### config.mk
export PLATFORM = sky130hd
export DESIGN_NAME = param_loader_multi
export DESIGN_NICKNAME = d
export VERILOG_FILES = /design/src/rtl/param_loader_multi.sv
export SDC_FILE = /design/constraint.sdc
export NUM_CORES = 1
export LEC_CHECK = 0
export ABC_CLOCK_PERIOD_IN_PS = 2330
export CORE_MARGIN = 2
export CORE_UTILIZATION = 40
export DETAILED_ROUTE_END_ITERATION = 10
export PLACE_DENSITY = 0.7
export SKIP_LAST_GASP = 1
export SYNTH_ARGS = -nofsm -noshare
export SYNTH_HDL_FRONTEND = slang
export SYNTH_SLANG_ARGS = --single-unit
### constraint.sdc
create_clock -name clk -period 2.33 [get_ports clk]
set_input_delay 0.5825 -clock clk [delete_from_list [all_inputs] [get_ports clk]]
set_output_delay 0.5825 -clock clk [all_outputs]
set_load 0.03 [all_outputs]
### src/rtl/param_loader_multi.sv
// Multi-beat coefficient loader: assembles NUM_COEF coefficients from a narrow pin bus,
// commits them atomically to shadow outputs and runs a start/busy handshake with the core.
module param_loader_multi #(
  parameter int unsigned NUM_COEF    = 2,
  parameter int unsigned PIN_W       = 8,
  parameter int unsigned BEATS       = 2,
  parameter int unsigned COEF_W      = 32,
  parameter int unsigned SIGNED_MODE = 1,
  parameter int unsigned ACK_TO      = 16
) (
  input  logic                       clk,
  input  logic                       rst_n,
  input  logic [PIN_W-1:0]           pin_data,
  input  logic                       pin_valid,
  input  logic                       abort,
  input  logic                       core_busy,
  output logic [NUM_COEF*COEF_W-1:0] coef_flat,
  output logic                       start_calc,
  output logic                       loading,
  output logic                       err_drop,
  output logic                       err_timeout
);

  localparam int unsigned ASM_W  = BEATS * PIN_W;
  localparam int unsigned BCNT_W = $clog2(BEATS + 1);
  localparam int unsigned IDX_W  = (NUM_COEF > 1) ? $clog2(NUM_COEF) : 1;
  localparam int unsigned TO_W   = $clog2(ACK_TO + 1);
  localparam int unsigned FLAT_W = NUM_COEF * COEF_W;

  typedef enum logic [1:0] {
    S_IDLE  = 2'd0,
    S_LOAD  = 2'd1,
    S_START = 2'd2,
    S_RUN   = 2'd3
  } state_t;

  state_t              state_q, state_d;
  logic [ASM_W-1:0]    asm_q, asm_d;
  logic [BCNT_W-1:0]   beat_cnt_q, beat_cnt_d;
  logic [IDX_W-1:0]    coef_idx_q, coef_idx_d;
  logic [TO_W-1:0]     to_cnt_q, to_cnt_d;
  logic [COEF_W-1:0]   stage_q [NUM_COEF];
  logic [COEF_W-1:0]   stage_d [NUM_COEF];
  logic [FLAT_W-1:0]   coef_q, coef_d;
  logic                start_q, start_d;
  logic                loading_q, loading_d;
  logic                err_drop_q, err_drop_d;
  logic                err_to_q, err_to_d;

  // Beat assembly helpers; a frame in S_IDLE always starts from an empty register and slot 0.
  logic [ASM_W-1:0]         asm_base;
  logic [ASM_W-1:0]         asm_shift;
  logic signed [ASM_W-1:0]  asm_signed;
  logic signed [COEF_W-1:0] ext_signed;
  logic [COEF_W-1:0]        coef_ext;
  logic [BCNT_W-1:0]        beat_next;
  logic [IDX_W-1:0]         idx_cur;

  always_comb begin
    asm_base   = (state_q == S_IDLE) ? '0 : asm_q;
    asm_shift  = ASM_W'({asm_base, pin_data});
    asm_signed = asm_shift;
    ext_signed = asm_signed;
    coef_ext   = (SIGNED_MODE != 0) ? COEF_W'(ext_signed) : COEF_W'(asm_shift);
    beat_next  = BCNT_W'(((state_q == S_IDLE) ? '0 : beat_cnt_q) + 1'b1);
    idx_cur    = (state_q == S_IDLE) ? '0 : coef_idx_q;
  end

  // Next-state and datapath update
  always_comb begin
    state_d    = state_q;
    asm_d      = asm_q;
    beat_cnt_d = beat_cnt_q;
    coef_idx_d = coef_idx_q;
    to_cnt_d   = to_cnt_q;
    stage_d    = stage_q;
    coef_d     = coef_q;
    err_drop_d = err_drop_q;
    err_to_d   = err_to_q;

    if (abort) begin
      state_d    = S_IDLE;
      asm_d      = '0;
      beat_cnt_d = '0;
      coef_idx_d = '0;
      to_cnt_d   = '0;
      err_drop_d = 1'b0;
      err_to_d   = 1'b0;
      for (int i = 0; i < int'(NUM_COEF); i++) stage_d[i] = '0;
    end else begin
      case (state_q)
        S_IDLE, S_LOAD: begin
          if (pin_valid) begin
            state_d    = S_LOAD;
            asm_d      = asm_shift;
            beat_cnt_d = beat_next;
            coef_idx_d = idx_cur;
            if (beat_next == BCNT_W'(BEATS)) begin
              asm_d            = '0;
              beat_cnt_d       = '0;
              stage_d[idx_cur] = coef_ext;
              if (idx_cur == IDX_W'(NUM_COEF - 1)) begin
                // Final beat of the frame: publish every slot in one edge.
                for (int i = 0; i < int'(NUM_COEF); i++) begin
                  coef_d[i*COEF_W +: COEF_W] = (IDX_W'(i) == idx_cur) ? coef_ext : stage_q[i];
                end
                coef_idx_d = '0;
                to_cnt_d   = '0;
                state_d    = S_START;
              end else begin
                coef_idx_d = IDX_W'(idx_cur + 1'b1);
              end
            end
          end
        end
        S_START: begin
          if (pin_valid) err_drop_d = 1'b1;
          if (core_busy) begin
            state_d = S_RUN;
          end else if (to_cnt_q == TO_W'(ACK_TO - 1)) begin
            err_to_d = 1'b1;
            state_d  = S_IDLE;
          end else begin
            to_cnt_d = TO_W'(to_cnt_q + 1'b1);
          end
        end
        S_RUN: begin
          if (pin_valid) err_drop_d = 1'b1;
          if (!core_busy) state_d = S_IDLE;
        end
        default: state_d = S_IDLE;
      endcase
    end

    start_d   = (state_d == S_START);
    loading_d = (state_d == S_LOAD);
  end

  always_ff @(posedge clk or negedge rst_n) begin
    if (!rst_n) begin
      state_q    <= S_IDLE;
      asm_q      <= '0;
      beat_cnt_q <= '0;
      coef_idx_q <= '0;
      to_cnt_q   <= '0;
      coef_q     <= '0;
      start_q    <= 1'b0;
      loading_q  <= 1'b0;
      err_drop_q <= 1'b0;
      err_to_q   <= 1'b0;
      for (int i = 0; i < int'(NUM_COEF); i++) stage_q[i] <= '0;
    end else begin
      state_q    <= state_d;
      asm_q      <= asm_d;
      beat_cnt_q <= beat_cnt_d;
      coef_idx_q <= coef_idx_d;
      to_cnt_q   <= to_cnt_d;
      coef_q     <= coef_d;
      start_q    <= start_d;
      loading_q  <= loading_d;
      err_drop_q <= err_drop_d;
      err_to_q   <= err_to_d;
      stage_q    <= stage_d;
    end
  end

  assign coef_flat   = coef_q;
  assign start_calc  = start_q;
  assign loading     = loading_q;
  assign err_drop    = err_drop_q;
  assign err_timeout = err_to_q;

endmodule
==> results of run 1 <==
[cells in the mapped netlist, types with 2 or more instances]
cell type,count
nor3_1,2
nor2b_1,2
nand2_1,20
mux2_2,24
buf_2,7
nand3_1,26
clkbuf_1,7
buf_6,2
ha_1,4
nor3b_1,3
buf_4,34
o211a_1,2
nor2_1,5
o21ai_0,32
o221ai_1,2
inv_1,7
or2_2,2
mux2_4,2
and2_1,3
dfrtp_1,70
a21oi_1,28
and3_1,2
[where the power goes]
group / switching [W] / total, W / internal, W
combinational: 0.000110 / 0.000174 / 0.0000642
clock: 0.000448 / 0.00100 / 0.000553
sequential: 0.0000144 / 0.00125 / 0.00123
[cell usage in the layout (no fill, tap or decap), types with 2 or more instances in the layout]
| master | Yosys | routed |
|---|---|---|
| nand3_1 | 26 | 26 |
| o21ai_0 | 32 | 32 |
| or2_2 | 2 | 2 |
| mux2_2 | 24 | 24 |
| and3_1 | 2 | 2 |
| mux2_4 | 2 | 2 |
| nor2b_1 | 2 | 2 |
| dfrtp_1 | 70 | 68 |
| clkbuf_8 | 0 | 11 |
| nor2_1 | 5 | 5 |
| ha_1 | 4 | 4 |
| dfrtp_2 | 0 | 2 |
| and2_1 | 3 | 3 |
| o211a_1 | 2 | 2 |
| inv_1 | 7 | 7 |
| nand2_1 | 20 | 20 |
| clkinv_4 | 0 | 2 |
| a21oi_1 | 28 | 28 |
| clkdlybuf4s50_1 | 0 | 79 |
| buf_12 | 0 | 2 |
| clkinv_2 | 0 | 2 |
| nor3b_1 | 3 | 3 |
| buf_4 | 34 | 9 |
| nor3_1 | 2 | 2 |
| o221ai_1 | 2 | 2 |
[layout make-up]
type / count / area (um2)
Clock buffer: 11 / 151
Clock inverter: 5 / 57.6
Fill cell: 749 / 3880
Inverter: 7 / 26.3
Multi-Input combinational cell: 178 / 1180
Sequential cell: 70 / 1750
Tap cell: 105 / 131
Timing Repair Buffer: 91 / 903
[metal layers]
metal | routed length, um | GRT usage
met1 | 3040 | 0.216
met2 | 3210 | 0.257
met3 | 370 | 0.0255
met4 | 131 | 0.0785
met5 | 0 | 0
[registers in the layout (all words and copies together) (netlist names)]
register,count
coef_idx_q,1
err_drop,1
asm_q,8
to_cnt_q,5
loading,1
coef_flat,32
start_calc,1
state_q,2
err_timeout,1
stage_q,16
beat_cnt_q,2
[logic make-up (layout without fill, tap and decap cells)]
group	after synthesis	in the layout
fa+ha+maj	4	4
simple gates	78	78
compound gates	69	69
flops	70	70
buf+inv	58	114
mux	27	27
[worst min-delay path by stage]
stage	start	end	slack [ps]	cells after the start
after floorplan	rst_n	asm_q[0]	290	0
after global placement	coef_flat[40]	coef_flat[40]	470	2
after detailed placement	coef_flat[40]	coef_flat[40]	470	2
after CTS	rst_n	coef_flat[1]	250	1
after global routing	rst_n	coef_flat[34]	290	1
final	rst_n	stage_q[34]	240	1
[through the flow]
stage | std cells | utilization
after CTS | 467 | 0.519
after floorplan | 306 | -
final | 467 | 0.520
after global routing | 467 | 0.520
after detailed placement | 451 | 0.493
after global placement | 451 | 0.493
==> impl_metrics.xml, run 1 <==
<?xml version="1.0" encoding="UTF-8"?>
<metrics>
  <group name="clock_network">
    <metric name="clock_input_transition_at_the_sequential_cells_of_the_worst_setup_and_hold_paths" unit="ps">70</metric>
    <metric name="cts-buffers-inserted" unit="">9</metric>
    <metric name="clock_insertion_delay_worst_skew" unit="ps">340</metric>
    <metric name="clock_sink_count" unit="">70</metric>
    <metric name="postCtsSetupRepairBufs" unit="">0</metric>
    <metric name="cts-htree-levels" unit="">3</metric>
    <metric name="post_cts_resized" unit="">2</metric>
    <metric name="ctsHoldBuffers" unit="">0</metric>
    <metric name="cts_tree" unit="">built</metric>
    <metric name="cts_max_path_buffers" unit="">2</metric>
    <metric name="cts-root-buf" unit="">clkbuf_8</metric>
  </group>
  <group name="sta">
    <metric name="finalHoldViolations" unit="">0</metric>
    <metric name="max_slew.worst_pin.slew" unit="ps">596</metric>
    <metric name="period_minus_slack" unit="ps">2150</metric>
    <metric name="finalSetupViolations" unit="">0</metric>
    <metric name="clock.fmax" unit="GHz">0.464</metric>
    <metric name="grt_setup_unrepaired" unit="">false</metric>
    <metric name="maxSlewViolCount" unit="">0</metric>
    <metric name="setup-tns-final" unit="ps">0</metric>
    <metric name="fin_worst_skew" unit="ps">8.33</metric>
    <metric name="max_slew_margin" unit="">0.603</metric>
    <metric name="timing.final.ws_setup" unit="ps">177</metric>
    <metric name="fin_crit_sh" unit="">0.924</metric>
    <metric name="worst_hold_slack" unit="ps">243</metric>
  </group>
  <group name="hold_path">
    <metric name="timing.hold.worst.class" unit="">in -&gt; async</metric>
  </group>
  <group name="yosys">
    <metric name="ys_top_cells_by_area" unit="">dfrtp_1 53%, mux2_2 8.2%, buf_4 7.7%, o21ai_0 4.9%, a21oi_1 4.3%</metric>
    <metric name="synth_top_flop_cell" unit="">dfrtp_1</metric>
    <metric name="syn_inst" unit="">306</metric>
    <metric name="post-synth-top-area-cell" unit="">dfrtp_1</metric>
    <metric name="synth.lib_cells_used.distinct" unit="">42</metric>
    <metric name="syn_area_per_cell" unit="um2">10.8</metric>
    <metric name="post_synth_and_or_nand_nor_area_fraction" unit="">0.131</metric>
    <metric name="synthesis.nets" unit="">323</metric>
    <metric name="post_synth_xor_area_fraction" unit="">0</metric>
    <metric name="synth_compound_area_frac" unit="">0.115</metric>
    <metric name="ys_seq_elements" unit="">70</metric>
    <metric name="synth.yosys.warnings" unit="">0</metric>
    <metric name="synth_largest_type_area_fraction" unit="">0.532</metric>
    <metric name="number_of_enable_flip_flop_cells_after_synthesis" unit="">0</metric>
    <metric name="adder_and_majority_cell_fraction_of_the_synthesized_area" unit="">0.0152</metric>
    <metric name="synth_top_family_by_area" unit="">simple AND/OR/NAND/NOR gates</metric>
    <metric name="synth_sequential_area_ratio" unit="">0.532</metric>
    <metric name="muxShareOfSynthArea" unit="">0.0942</metric>
    <metric name="synth.cell_area" unit="um2">3290</metric>
    <metric name="synth_async_sr_flop_share" unit="">1.00</metric>
  </group>
  <group name="routing">
    <metric name="post_drt_via_cell_ratio" unit="">5.15</metric>
    <metric name="drt_pre_antenna_iters" unit="">4</metric>
    <metric name="vias" unit="">2407</metric>
    <metric name="detail_route.wl_per_cell" unit="um">14.5</metric>
    <metric name="ant_nets" unit="">0</metric>
    <metric name="route.final.wire_length" unit="um">6750</metric>
    <metric name="dr_drc_count" unit="">0</metric>
    <metric name="drt-initial-drc-count" unit="">148</metric>
  </group>
  <group name="grt">
    <metric name="via_count_of_the_first_global_routing_pass" unit="">2265</metric>
    <metric name="globalRouteOverflowTotal" unit="">0</metric>
    <metric name="grt_start_max_net_pins" unit="">46</metric>
    <metric name="antenna_found_initial" unit="">0</metric>
    <metric name="grtUsageTotal" unit="">0.161</metric>
    <metric name="global_route_wire_length_before_repair" unit="um">11200</metric>
  </group>
  <group name="floorplanning">
    <metric name="die_h" unit="um">94.8</metric>
    <metric name="initial_util" unit="">0.407</metric>
    <metric name="core.rowCount" unit="">33</metric>
    <metric name="core_area" unit="um2">8090</metric>
    <metric name="dieWidth" unit="um">94.8</metric>
    <metric name="ioPinCount" unit="">81</metric>
    <metric name="design.die.area" unit="um2">8980</metric>
  </group>
  <group name="placement">
    <metric name="place_congestion" unit="">0.801</metric>
    <metric name="io_buffer_count" unit="">80</metric>
    <metric name="placement.cell_area" unit="um2">3990</metric>
    <metric name="post-place-ws" unit="ps">59.1</metric>
    <metric name="detailedPlacementHpwl" unit="um">4760</metric>
  </group>
  <group name="critical_path">
    <metric name="critical_path_required" unit="ps">1750</metric>
    <metric name="reg2reg_slack" unit="ps">230</metric>
    <metric name="crit_slowest_cell" unit="">clkdlybuf4s50_1</metric>
    <metric name="timing.critical_path.to_type" unit="">output pin</metric>
    <metric name="timing.critical_path.depth" unit="">1</metric>
    <metric name="reg2reg_to" unit="">to_cnt_q[4]</metric>
    <metric name="critical_path.max_fanout" unit="">18</metric>
    <metric name="max_stage_delay" unit="ps">730</metric>
    <metric name="critical_path.reg2reg.startpoint" unit="">to_cnt_q[0]</metric>
    <metric name="setup.worst_path.start_class" unit="">flop</metric>
    <metric name="setup.worst_path.end" unit="">coef_flat[19]</metric>
    <metric name="path_cells" unit="">clkdlybuf4s50_1</metric>
    <metric name="critPathBufInv" unit="">1</metric>
    <metric name="critical_path_class" unit="">reg -&gt; out</metric>
    <metric name="critical_path.startpoint" unit="">coef_flat[31]</metric>
    <metric name="r2r.worst_path.cells" unit="">6</metric>
    <metric name="critPathTopFamily" unit="">buffers and inverters</metric>
    <metric name="critPathArrivalTime" unit="ps">1570</metric>
  </group>
  <group name="finish">
    <metric name="post_layout_net_count" unit="">374</metric>
    <metric name="layout-area-overhead-vs-synth" unit="%">27.7</metric>
    <metric name="finish.instance_area" unit="um2">4210</metric>
    <metric name="fraction_of_final_layout_cells_with_drive_strength_greater_than_1" unit="">0.177</metric>
    <metric name="antenna_cells_inserted" unit="">0</metric>
  </group>
  <group name="job">
    <metric name="total_of_max_cap_violations" unit="">0</metric>
  </group>
  <group name="power">
    <metric name="irDropWorstVdd" unit="mV">0.329</metric>
    <metric name="p_total" unit="W">0.00242</metric>
    <metric name="cellPowerDensity" unit="nW/um2">576</metric>
    <metric name="leakage" unit="nW">1.84</metric>
  </group>
  <group name="run_status">
    <metric name="status" unit="">finished clean</metric>
  </group>
</metrics>
Note: power is estimated with default switching activity, not from simulation.
==> run 2: changes to the inputs <==
--- a/config.mk
+++ b/config.mk
@@ -6,10 +6,10 @@
 export NUM_CORES = 1
 export LEC_CHECK = 0
 export ABC_CLOCK_PERIOD_IN_PS = 2330
-export CORE_MARGIN = 2
+export CORE_MARGIN = 8
 export CORE_UTILIZATION = 40
 export DETAILED_ROUTE_END_ITERATION = 10
-export PLACE_DENSITY = 0.7
+export PLACE_DENSITY = 0.76
 export SKIP_LAST_GASP = 1
 export SYNTH_ARGS = -nofsm -noshare
 export SYNTH_HDL_FRONTEND = slang
==> impl_metrics.xml, run 2 (synthesis results as in run 1) <==
<?xml version="1.0" encoding="UTF-8"?>
<metrics>
  <group name="clock_network">
    <metric name="ctsHoldBuffers" unit="">0</metric>
    <metric name="cts-buffers-inserted" unit="">9</metric>
    <metric name="clock_insertion_delay_worst_skew" unit="ps">340</metric>
    <metric name="cts-htree-levels" unit="">3</metric>
    <metric name="cts_max_path_buffers" unit="">2</metric>
    <metric name="cts-root-buf" unit="">clkbuf_8</metric>
    <metric name="clock_input_transition_at_the_sequential_cells_of_the_worst_setup_and_hold_paths" unit="ps">70</metric>
    <metric name="cts_tree" unit="">built</metric>
    <metric name="clock_sink_count" unit="">70</metric>
  </group>
  <group name="finish">
    <metric name="antenna_cells_inserted" unit="">0</metric>
    <metric name="layout_commonest_cell" unit="">clkdlybuf4s50_1</metric>
    <metric name="seqCellArea" unit="um2">1750</metric>
    <metric name="fill_count" unit="">725</metric>
    <metric name="largest_reg_flops" unit="">32</metric>
    <metric name="top_library_cells_by_usage_in_the_layout_fill_and_taps_aside" unit="">79 x clkdlybuf4s50_1, 68 x dfrtp_1, 32 x o21ai_0</metric>
    <metric name="fraction_of_final_layout_cells_with_drive_strength_greater_than_1" unit="">0.175</metric>
    <metric name="finish.instance_area" unit="um2">4190</metric>
    <metric name="post_layout_net_count" unit="">373</metric>
    <metric name="fin_cells" unit="">466</metric>
    <metric name="multi_input_gate_area_in_the_final_layout" unit="um2">1180</metric>
    <metric name="layout-area-overhead-vs-synth" unit="%">27.2</metric>
  </group>
  <group name="critical_path">
    <metric name="critPathArrivalTime" unit="ps">1610</metric>
    <metric name="crit_slowest_cell" unit="">clkdlybuf4s50_1</metric>
    <metric name="critical_path_required" unit="ps">1750</metric>
    <metric name="critical_path.max_fanout" unit="">18</metric>
    <metric name="critical_path_class" unit="">reg -&gt; out</metric>
    <metric name="setup.worst_path.start_class" unit="">flop</metric>
    <metric name="critPathBufInv" unit="">1</metric>
    <metric name="critPathTopFamily" unit="">buffers and inverters</metric>
    <metric name="max_stage_delay" unit="ps">730</metric>
    <metric name="timing.critical_path.to_type" unit="">output pin</metric>
    <metric name="path_cells" unit="">clkdlybuf4s50_1</metric>
  </group>
  <group name="sta">
    <metric name="clock.fmax" unit="GHz">0.457</metric>
    <metric name="max_slew.worst_pin.slew" unit="ps">591</metric>
    <metric name="worst_hold_slack" unit="ps">260</metric>
    <metric name="grt_setup_unrepaired" unit="">false</metric>
    <metric name="finalSetupViolations" unit="">0</metric>
    <metric name="period_minus_slack" unit="ps">2190</metric>
    <metric name="setup-tns-final" unit="ps">0</metric>
    <metric name="fin_worst_skew" unit="ps">7.94</metric>
    <metric name="maxSlewViolCount" unit="">0</metric>
    <metric name="max_slew_margin" unit="">0.605</metric>
    <metric name="finalHoldViolations" unit="">0</metric>
    <metric name="timing.final.ws_setup" unit="ps">142</metric>
    <metric name="fin_crit_sh" unit="">0.939</metric>
  </group>
  <group name="placement">
    <metric name="io_buffer_count" unit="">80</metric>
    <metric name="post-place-ws" unit="ps">92.5</metric>
    <metric name="place_congestion" unit="">0.818</metric>
    <metric name="numPlacedInstances" unit="">450</metric>
    <metric name="detailedPlacementHpwl" unit="um">5240</metric>
    <metric name="placement.cell_area" unit="um2">3980</metric>
  </group>
  <group name="routing">
    <metric name="ant_nets" unit="">0</metric>
    <metric name="drt-initial-drc-count" unit="">115</metric>
    <metric name="detail_route.wl_per_cell" unit="um">15.2</metric>
    <metric name="drt_pre_antenna_iters" unit="">4</metric>
    <metric name="route.final.wire_length" unit="um">7090</metric>
    <metric name="dr_drc_count" unit="">0</metric>
    <metric name="post_drt_via_cell_ratio" unit="">5.05</metric>
    <metric name="vias" unit="">2352</metric>
  </group>
  <group name="grt">
    <metric name="globalRouteOverflowTotal" unit="">0</metric>
    <metric name="via_count_of_the_first_global_routing_pass" unit="">2260</metric>
    <metric name="grt_busiest_layer" unit="">met2</metric>
    <metric name="antenna_found_initial" unit="">0</metric>
    <metric name="global_route_wire_length_before_repair" unit="um">11500</metric>
    <metric name="groute.layer.met3.usage" unit="">0.0588</metric>
    <metric name="grt_start_max_net_pins" unit="">71</metric>
    <metric name="grtUsageMet1" unit="">0.143</metric>
    <metric name="grtUsageTotal" unit="">0.125</metric>
    <metric name="use_met2" unit="">0.203</metric>
  </group>
  <group name="power">
    <metric name="irDropWorstVdd" unit="mV">0.380</metric>
    <metric name="leakage" unit="nW">1.83</metric>
    <metric name="cellPowerDensity" unit="nW/um2">568</metric>
  </group>
  <group name="floorplanning">
    <metric name="initial_util" unit="">0.407</metric>
    <metric name="core.rowCount" unit="">33</metric>
    <metric name="ioPinCount" unit="">81</metric>
    <metric name="dieWidth" unit="um">107</metric>
    <metric name="core_area" unit="um2">8090</metric>
    <metric name="design.die.area" unit="um2">11400</metric>
    <metric name="die_h" unit="um">107</metric>
  </group>
  <group name="job">
    <metric name="total_of_max_cap_violations" unit="">0</metric>
  </group>
  <group name="hold_path">
    <metric name="timing.hold.worst.class" unit="">in -&gt; async</metric>
  </group>
  <group name="run_status">
    <metric name="status" unit="">finished clean</metric>
  </group>
</metrics>
## run 2: changes by cell type in the layout (fill, tap and decap cells not counted)
cell        delta
clkinv_2       +1
buf_4          -1
clkinvlp_4     +1
clkbuf_8       -1
clkinv_4       -1
## run 2: power breakdown
part | switching, W | internal [W]
clock | 0.000443 | 0.000519
combinational | 0.000108 | 0.0000619
sequential | 0.0000150 | 0.00123
## run 2: worst paths after layout
kind	cells after the start	endpoint	slack (ps)	from
worst max-delay path	1	coef_flat[61]	140	coef_flat[47]
worst min-delay path	2	coef_flat[38]	260	rst_n
worst max register to register	6	to_cnt_q[0]	220	to_cnt_q[0]
worst min register to register	2	coef_flat[46]	490	coef_flat[46]
max in group asynchronous	2	coef_flat[47]	1780	rst_n
min in group clk	2	coef_flat[46]	490	coef_flat[46]
## run 2: layout make-up
cell class,count,area share
Multi-Input combinational cell,178,0.282
Sequential cell,70,0.419
Tap cell,105,0.0314
Inverter,7,0.00627
Clock inverter,6,0.0146
Timing Repair Buffer,90,0.214
Clock buffer,10,0.0328
## run 2: routing by layer
layer / part of all wire / up-vias
met5: 0 / -
met4: 0.0099 / 0
met3: 0.077 / 9
met2: 0.49 / 56
met1: 0.42 / 1152
li1: - / 1135
## run 2: stage by stage
stage                util  power [W]
finish              0.518    0.00238
global route        0.518    0.00249
CTS                 0.517    0.00241
detailed placement  0.492    0.00144
global placement    0.492    0.00144
floorplan               -    0.00136
## run 2: timing repair
action,CTS,global route
endpoints found under the setup margin,34,2
pin swaps,0,0
setup buffers,0,0
resized for setup,2,1
==> run 3: changes to the inputs <==
--- a/config.mk
+++ b/config.mk
@@ -5,7 +5,7 @@
 export SDC_FILE = /design/constraint.sdc
 export NUM_CORES = 1
 export LEC_CHECK = 0
-export ABC_CLOCK_PERIOD_IN_PS = 2330
+export CAP_MARGIN = 20
 export CORE_MARGIN = 8
 export CORE_UTILIZATION = 40
 export DETAILED_ROUTE_END_ITERATION = 10
==> results of run 3 <==
The final DEF is identical to that of run 2; final timing and power are the same.
